**src/rtl/weight_seq_ctrl_if.sv**
```systemverilog
// -----------------------------------------------------------------------------
// weight_seq_ctrl_if
// Bundles the weight-store fetch bus (load/cs/phase -> ws_valid/ws_q) and the
// downstream weight-word stream (w_valid/w_data/w_phase <- w_ready).
//   master : sequencer view (drives load/cs/phase and the word stream)
//   slave  : store + MAC-array view
// -----------------------------------------------------------------------------
interface weight_seq_ctrl_if #(
  parameter int DATA_LEN = 8
);
  localparam int W = 36 * DATA_LEN;

  logic         load;
  logic [3:0]   cs;
  logic [2:0]   phase;
  logic         ws_valid;
  logic [W-1:0] ws_q;
  logic         w_valid;
  logic         w_ready;
  logic [W-1:0] w_data;
  logic [2:0]   w_phase;

  modport master (
    output load, cs, phase, w_valid, w_data, w_phase,
    input  ws_valid, ws_q, w_ready
  );

  modport slave (
    input  load, cs, phase, w_valid, w_data, w_phase,
    output ws_valid, ws_q, w_ready
  );
endinterface

```
**src/rtl/weight_seq_ctrl.sv**
```systemverilog
// -----------------------------------------------------------------------------
// weight_seq_ctrl
// Initiator side of the weight-store load/valid protocol. On start it latches
// the layer code and walks phases 0..NUM_PHASES-1: raise load, wait for the
// store's valid, capture the 36-weight word, hand it downstream over a
// valid/ready handshake, drop load for GAP_CYCLES so the store re-inits.
//
// Ports
//   clk, rst_n        clock, async active-low reset
//   start, layer      one-cycle request (IDLE only) and layer code
//   busy, done, err   status: active, end-of-layer pulse, sticky timeout
//   bus (master)      load/cs/phase/ws_valid/ws_q to the store,
//                     w_valid/w_ready/w_data/w_phase to the MAC array
//
// state | meaning
// ------+-------------------------------------------------------------
// IDLE  | waiting for start
// LOAD  | load high, waiting for a fresh ws_valid (or timeout)
// HOLD  | word presented downstream, waiting for w_ready
// GAP   | load low for GAP_CYCLES before the next phase
// FIN   | one-cycle done pulse
// -----------------------------------------------------------------------------
module weight_seq_ctrl #(
  parameter int NUM_PHASES = 8,
  parameter int TIMEOUT    = 32,
  parameter int GAP_CYCLES = 1,
  parameter int DATA_LEN   = 8
) (
  input  logic       clk,
  input  logic       rst_n,
  input  logic       start,
  input  logic [3:0] layer,
  output logic       busy,
  output logic       done,
  output logic       err,
  weight_seq_ctrl_if.master bus
);

  localparam int W  = 36 * DATA_LEN;
  localparam int TW = $clog2(TIMEOUT + 1);
  localparam int GW = $clog2(GAP_CYCLES + 1);

  typedef enum logic [2:0] {
    S_IDLE,
    S_LOAD,
    S_HOLD,
    S_GAP,
    S_FIN
  } state_t;

  state_t       state_q, state_d;
  logic [3:0]   cs_q, cs_d;
  logic [2:0]   phase_q, phase_d;
  logic [TW-1:0] timer_q, timer_d;
  logic [GW-1:0] gap_q, gap_d;
  logic         err_q, err_d;
  logic [W-1:0] w_data_q, w_data_d;
  logic [2:0]   w_phase_q, w_phase_d;

  always_ff @(posedge clk or negedge rst_n) begin
    if (!rst_n) begin
      state_q   <= S_IDLE;
      cs_q      <= '0;
      phase_q   <= '0;
      timer_q   <= '0;
      gap_q     <= '0;
      err_q     <= 1'b0;
      w_data_q  <= '0;
      w_phase_q <= '0;
    end else begin
      state_q   <= state_d;
      cs_q      <= cs_d;
      phase_q   <= phase_d;
      timer_q   <= timer_d;
      gap_q     <= gap_d;
      err_q     <= err_d;
      w_data_q  <= w_data_d;
      w_phase_q <= w_phase_d;
    end
  end

  always_comb begin
    state_d   = state_q;
    cs_d      = cs_q;
    phase_d   = phase_q;
    timer_d   = timer_q;
    gap_d     = gap_q;
    err_d     = err_q;
    w_data_d  = w_data_q;
    w_phase_d = w_phase_q;

    case (state_q)
      S_IDLE: begin
        if (start) begin
          cs_d    = layer;
          phase_d = '0;
          err_d   = 1'b0;
          timer_d = '0;
          state_d = S_LOAD;
        end
      end
      S_LOAD: begin
        timer_d = timer_q + 1'b1;
        // timer_q == 0 marks the store's init edge, where its valid may
        // still be left over from the previous phase.
        if ((timer_q != '0) && bus.ws_valid) begin
          w_data_d  = bus.ws_q;
          w_phase_d = phase_q;
          state_d   = S_HOLD;
        end else if (timer_q == TW'(TIMEOUT - 1)) begin
          err_d   = 1'b1;
          state_d = S_IDLE;
        end
      end
      S_HOLD: begin
        if (bus.w_ready) begin
          if (phase_q == 3'(NUM_PHASES - 1)) begin
            state_d = S_FIN;
          end else begin
            phase_d = phase_q + 3'd1;
            gap_d   = '0;
            state_d = S_GAP;
          end
        end
      end
      S_GAP: begin
        gap_d = gap_q + 1'b1;
        if (gap_q == GW'(GAP_CYCLES - 1)) begin
          timer_d = '0;
          state_d = S_LOAD;
        end
      end
      S_FIN: begin
        state_d = S_IDLE;
      end
      default: begin
        state_d = S_IDLE;
      end
    endcase
  end

  // Status and strobes decode straight from the state register so that an
  // async reset drops them immediately.
  assign busy        = (state_q != S_IDLE);
  assign done        = (state_q == S_FIN);
  assign err         = err_q;
  assign bus.load    = (state_q == S_LOAD);
  assign bus.w_valid = (state_q == S_HOLD);
  assign bus.cs      = cs_q;
  assign bus.phase   = phase_q;
  assign bus.w_data  = w_data_q;
  assign bus.w_phase = w_phase_q;

endmodule

```
**src/flat_wrapper.sv**
```systemverilog
// flat-port wrapper written by rule: the top's interface ports become plain ports
module weight_seq_ctrl_flat 
#(
  parameter int NUM_PHASES = 8,
  parameter int TIMEOUT    = 32,
  parameter int GAP_CYCLES = 1,
  parameter int DATA_LEN   = 8
)
  (clk, rst_n, start, layer, busy, done, err, bus_load, bus_cs, bus_phase, bus_w_valid, bus_w_data, bus_w_phase, bus_ws_valid, bus_ws_q, bus_w_ready);
  weight_seq_ctrl_if #(.DATA_LEN(DATA_LEN)) bus_i ();
  input  logic clk;
  input  logic rst_n;
  input  logic start;
  input  logic [3:0] layer;
  output logic busy;
  output logic done;
  output logic err;
  output wire logic [$bits(bus_i.load)-1:0] bus_load;
  output wire logic [$bits(bus_i.cs)-1:0] bus_cs;
  output wire logic [$bits(bus_i.phase)-1:0] bus_phase;
  output wire logic [$bits(bus_i.w_valid)-1:0] bus_w_valid;
  output wire logic [$bits(bus_i.w_data)-1:0] bus_w_data;
  output wire logic [$bits(bus_i.w_phase)-1:0] bus_w_phase;
  input wire logic [$bits(bus_i.ws_valid)-1:0] bus_ws_valid;
  input wire logic [$bits(bus_i.ws_q)-1:0] bus_ws_q;
  input wire logic [$bits(bus_i.w_ready)-1:0] bus_w_ready;
  assign bus_load = bus_i.load;
  assign bus_cs = bus_i.cs;
  assign bus_phase = bus_i.phase;
  assign bus_w_valid = bus_i.w_valid;
  assign bus_w_data = bus_i.w_data;
  assign bus_w_phase = bus_i.w_phase;
  assign bus_i.ws_valid = bus_ws_valid;
  assign bus_i.ws_q = bus_ws_q;
  assign bus_i.w_ready = bus_w_ready;
  weight_seq_ctrl #(.NUM_PHASES(NUM_PHASES), .TIMEOUT(TIMEOUT), .GAP_CYCLES(GAP_CYCLES), .DATA_LEN(DATA_LEN)) u_core (.clk(clk), .rst_n(rst_n), .start(start), .layer(layer), .busy(busy), .done(done), .err(err), .bus(bus_i));
endmodule
```
**config.mk**
```make
export PLATFORM = sky130hd
export DESIGN_NAME = weight_seq_ctrl_flat
export DESIGN_NICKNAME = d
export VERILOG_FILES = /design/src/rtl/weight_seq_ctrl_if.sv /design/src/rtl/weight_seq_ctrl.sv /design/src/flat_wrapper.sv
export SDC_FILE = /design/constraint.sdc
export NUM_CORES = 1
export LEC_CHECK = 0
export ABC_AREA = 1
export BUFFER_PORTS_ARGS = -buffer_cell sky130_fd_sc_hd__buf_2
export CAP_MARGIN = 20
export CORE_AREA = 2 2 235 237
export CTS_BUF_LIST = sky130_fd_sc_hd__clkbuf_8
export DETAILED_ROUTE_END_ITERATION = 8
export DIE_AREA = 0 0 237 239
export GPL_TIMING_DRIVEN = 0
export PLACE_DENSITY = 0.57
export SKIP_LAST_GASP = 1
export SLEW_MARGIN = 20
export SYNTH_ARGS = -nofsm -noshare
export SYNTH_HDL_FRONTEND = slang
export SYNTH_SLANG_ARGS = --single-unit
```
**constraint.sdc**
```tcl
create_clock -name clk -period 4.2 [get_ports clk]
set_clock_uncertainty 0.15 [all_clocks]
set_input_delay 0.84 -clock clk [delete_from_list [all_inputs] [get_ports clk]]
set_output_delay 0.84 -clock clk [all_outputs]
set_load 0.02 [all_outputs]
```
* After elaboration in Yosys (flattened, before gate mapping)
Cells that the tools add are included.
** Word-level totals
- Bits in registers :: 309
- Input bits :: 297
- Output and inout port bits :: 303
- Logic and storage cells :: 60
** Operators by class
- Add/subtract/negate cells :: 3
- Eq/ne operators :: 13
- Mux-type cells :: 21
- Reductions and logical operators :: 15
** Operators by type and width (count)
- 3-bit 2-to-1 mux :: 9
- 6-bit case mux with 3 select lines :: 1
- 6-bit 2-to-1 mux :: 2
- 3-bit case mux with 4 select lines :: 1
- 4-bit AND reduction :: 3
- 2-bit inequality test, second input constant :: 4
- 6-bit by 1-bit adder with 6-bit output, second input constant :: 1
- 3-bit by 2-bit == test with 1-bit output, second input constant :: 2
- 3-bit == test, second input constant :: 2
- 6-bit by 5-bit == test with 1-bit output, second input constant :: 1
- 3-bit case mux with 2 select lines :: 1
- 3-bit AND reduction :: 2
- 2-bit nonzero test :: 3
- 3-bit nonzero test :: 2
- 6-bit nonzero test :: 1
- 1-bit 2-to-1 mux :: 5
- 2-bit by 1-bit inequality test with 1-bit output, second input constant :: 2
- 1-bit case mux with 2 select lines :: 2
- 2-bit AND reduction :: 2
- 3-bit by 1-bit adder with 3-bit output, second input constant :: 1
- 3-bit by 1-bit == test with 1-bit output, second input constant :: 1
- 3-bit logical NOT :: 1
- 3-bit by 1-bit inequality test with 1-bit output, second input constant :: 1
- 1-bit adder, second input constant :: 1
- 1-bit logical AND :: 1

* Logic depth before layout (Yosys ltp)
- Depth after elaboration :: 4
- Depth in mapped cells :: 9
- Mapped depth without buffers :: 9

* Least setup slack after synthesis
Ideal clock, no wire load.
- Path kind :: register to output
- From :: register u_core.state_q[2]
- To :: output bus_w_valid
- Arrival :: 0.982 ns
- Data required time :: 3.210 ns
- Path slack :: 2.228 ns
- Cell stages (with the launch flop) :: 4
- Buffers on the path :: 0
- Cells stage by stage :: dfrtp_1 inv_1 nand2_1 nor2_1
** On the way
- Longest elaborated chain between the ends :: 1
** Ends and longest elaborated chain
- start: declaration :: RTL line weight_seq_ctrl.sv:51 : state_t state_q, state_d;
- start signal: assignment :: RTL line weight_seq_ctrl.sv:71 : state_q <= state_d;
- 3-bit by 2-bit == test with 1-bit output :: RTL line weight_seq_ctrl.sv:148 : assign bus.w_valid = (state_q == S_HOLD);
- end: declaration :: RTL line flat_wrapper.sv:21 : output wire logic [$bits(bus_i.w_valid)-1:0] bus_w_valid;
No other way between the ends.

* Worst setup path in the final report
Same ends and word-level chain as after synthesis.

==> results.py <==
metrics = {
    "sta": {
        "drv_slew": 0,
        "rsz0062_at_grt": "no",
        "setup_tns_ps": 0,
        "fmax_ghz": 0.365,
        "finalHoldViolCount": 0,
        "period_share_pct": 65.2,
        "worstMarginPinSlew_ps": 602,
        "finalSetupViolations": 0,
        "finalWorstPathRequiredPeriod_ps": 2740,
        "max_slew_margin_pct": 59.9,
    },
    "logic_synthesis": {
        "postSynthCellCount": 1342,
        "yosys.area.top_type": "dfrtp_1",
        "synth-adder-area-share_pct": 0.379,
        "yosysTopAreaCellShare_pct": 58.6,
        "yosys.area_share.simple_pct": 10.3,
        "synth_ff_type": "dfrtp_1",
        "synth-xor-area-share_pct": 0.0664,
        "syn-mean-instance-area_sq_um": 9.83,
        "syn_nets": 1643,
        "ys_seq_elements": 309,
        "ys_top_cells_by_count": "320 x nand2_1, 309 x dfrtp_1, 302 x inv_1",
        "synth_compound_area_share_pct": 16.6,
        "synth.top_cells.by_area": "dfrtp_1 59%, o21ai_2 11%, nand2_1 9.1%",
        "synth_mux_area_share_pct": 0.341,
        "yosysMostFrequentCell": "nand2_1",
        "syn_area_sq_um": 13200,
        "synth_enable_flop_cells": 0,
        "synth-async-reset-ratio_pct": 100,
        "ys_types": 26,
        "ys_warn_count": 0,
        "synth_top_family_by_area": "compound AO/OA/AOI/OAI gates",
        "yosysSeqAreaShare_pct": 58.6,
    },
    "die": {
        "boundaryPins": 600,
        "die_h_um": 239,
        "coreArea_sq_um": 54300,
        "initial_core_util_pct": 24.3,
        "rows": 86,
        "die_w_um": 237,
        "die-area_sq_um": 56600,
    },
    "worst_setup_path": {
        "worst_r2r_endpoint": "u_core.bus.w_data[208]",
        "critPathLaunchType": "flop",
        "cp-endpoint": "bus_w_valid",
        "path_class": "flop to output port",
        "cpMaxStageDelayCell": "dfrtp_1",
        "r2r_slack_ps": 2270,
        "endpoint_kind": "output port",
        "crit_required_ps": 3210,
        "path_buf_inv": 2,
        "cp.depth": 4,
        "arrival_ps": 1750,
        "crit_chain": "inv_1, nand2_1, nor2_1, buf_2",
        "critical_path.top_delay_family": "flip-flops",
        "critPathMaxFanout": 6,
        "startpoint": "u_core.state_q[2]",
        "worstRegToRegCells": 6,
        "worstReg2RegStart": "u_core.timer_q[0]",
        "critPathMaxStageDelay_ps": 400,
    },
    "detailed_routing": {
        "drc_errors": 0,
        "drt_iter0_drc": 340,
        "ant_nets": 0,
        "vias_per_cell": 4.08,
        "routedWlPerCell_um": 15.4,
        "drt_first_pass_iters": 4,
        "postRouteWirelength_um": 42300,
        "dr_total_vias": 11194,
    },
    "grt": {
        "grt_pass1_wl_um": 65000,
        "grt.total_usage_pct": 14.5,
        "grt_pass1_vias": 11549,
        "grt_max_degree": 94,
        "grt_antenna_before_repair": 4,
        "overflow": 0,
    },
    "pwr": {
        "ir_worst_vdd_mv": 0.351,
        "p_leak_nw": 10.6,
        "power.density_nw_per_um2": 811,
    },
    "place": {
        "io_buffers": 599,
        "hpwl_um": 32700,
        "placed_cells": 2648,
        "gp_congestion": 0.871,
        "placed_area_sq_um": 17200,
    },
    "cells_and_area": {
        "area_growth_pct": 38.7,
        "layoutNonFillerInstCount": 2746,
        "diodes": 0,
        "drive_above_1_share_pct": 45.2,
        "final_cell_area_sq_um": 18300,
        "finalNetCount": 2304,
    },
    "clock_tree": {
        "cts_resized": 0,
        "clk_latency_ps": 590,
        "root_buffer": "clkbuf_8",
        "numCtsBuffers": 56,
        "post-cts-setup-buffers": 0,
        "cts_sinks": 309,
        "cts_hold_buf": 1,
        "clkTransAtPathRegs_ps": 70,
        "cts_tree": "yes",
        "htreeDepth": 2,
        "clock_path_buffers": 3,
    },
    "min_path": {
        "hold_path.class": "primary input to flop",
    },
    "run_status": {
        "status": "finished clean",
    },
    "job": {
        "cap_viol_max_count": 0,
    },
}
[where the power goes]
group          total (mW)  internal, mW  switching, mW  leakage (nW)
clock network        2.87          1.60           1.27         0.652
logic                6.90          2.43           4.47          6.08
registers            5.07          4.35          0.725          3.87
[cells by family (layout without fill, tap and decap cells)]
kind of cell / count (synthesis) / in the layout
adders and majority gates: 4 / 4
DFF: 309 / 309
xor gates and xnor gates: 1 / 1
AOI/OAI and AO/OA: 308 / 308
and+or+nand+nor: 350 / 350
buffers and inverters: 366 / 1066
muxes: 4 / 4
[cell type report]
type,count,area (sq um)
tap,704,881
timing repair buffer,603,3100
inverter,302,1130
fill,5666,36000
buffer,64,676
clock inverter,24,125
sequential,309,7730
multi-input combinational,667,3650
clock buffer,73,1000
[layer usage]
| layer | part of all wire (%) | GRT usage (%) | vias to the layer above |
|---|---|---|---|
| met3 | 8.1 | 4.82 | 80 |
| met2 | 50 | 25.3 | 428 |
| li1 | - | - | 5398 |
| met4 | 2.7 | 5.06 | 8 |
| met5 | 0.11 | 0 | - |
| met1 | 39 | 16.7 | 5280 |
[stage by stage]
| step | total power, mW | hold slack (ps) | util [%] | setup slack, ps |
|---|---|---|---|---|
| floorplan | 9.52 | 337 | - | 2230 |
| global placement | 12.0 | 310 | 31.4 | -3850 |
| detailed placement | 12.1 | 312 | 31.6 | 1950 |
| CTS | 15.1 | 233 | 33.7 | 1400 |
| global route | 15.9 | 252 | 33.7 | 1300 |
| finish | 14.8 | 311 | 33.7 | 1460 |
[sequential cells by signal (all words and copies together), names as in the netlist]
signal	count
u_core.state_q	3
u_core.bus.phase	3
u_core.timer_q	6
u_core.bus.w_data	288
u_core.bus.w_phase	3
u_core.err	1
u_core.gap_q	1
u_core.bus.cs	4
[worst register-to-register path: cells and delay by family (launching register included)]
kind                     cells  cell delay, ps
AO/OA/AOI/OAI                1             150
adder cells (fa/ha/maj)      1             160
buffers and inverters        2             600
flip-flops                   1             400
AND/OR/NAND/NOR              2             320
[layout by cell type (no fill, tap or decap), drive strengths merged, types with 2 or more instances in the layout]
cell type,netlist,routed
o21ai,303,303
ha,4,4
clkbuf,1,74
mux2,4,4
buf,63,665
inv,302,318
clkinv,0,7
a21oi,2,2
nand3,11,11
dfrtp,309,309
nor2,13,13
nand2,321,321
[worst min-delay path by stage]
stage                                 from                      to  depth (start not counted)
floorplan                     u_core.gap_q            u_core.gap_q                          1
global route                  bus_ws_q[77]   u_core.bus.w_data[77]                          3
detailed placement  u_core.bus.w_data[103]  u_core.bus.w_data[103]                          2
global placement    u_core.bus.w_data[101]  u_core.bus.w_data[101]                          2
finish                        bus_ws_q[26]   u_core.bus.w_data[26]                          3
CTS                           bus_ws_q[26]   u_core.bus.w_data[26]                          3
No activity file was read; power rests on OpenSTA's default activity.
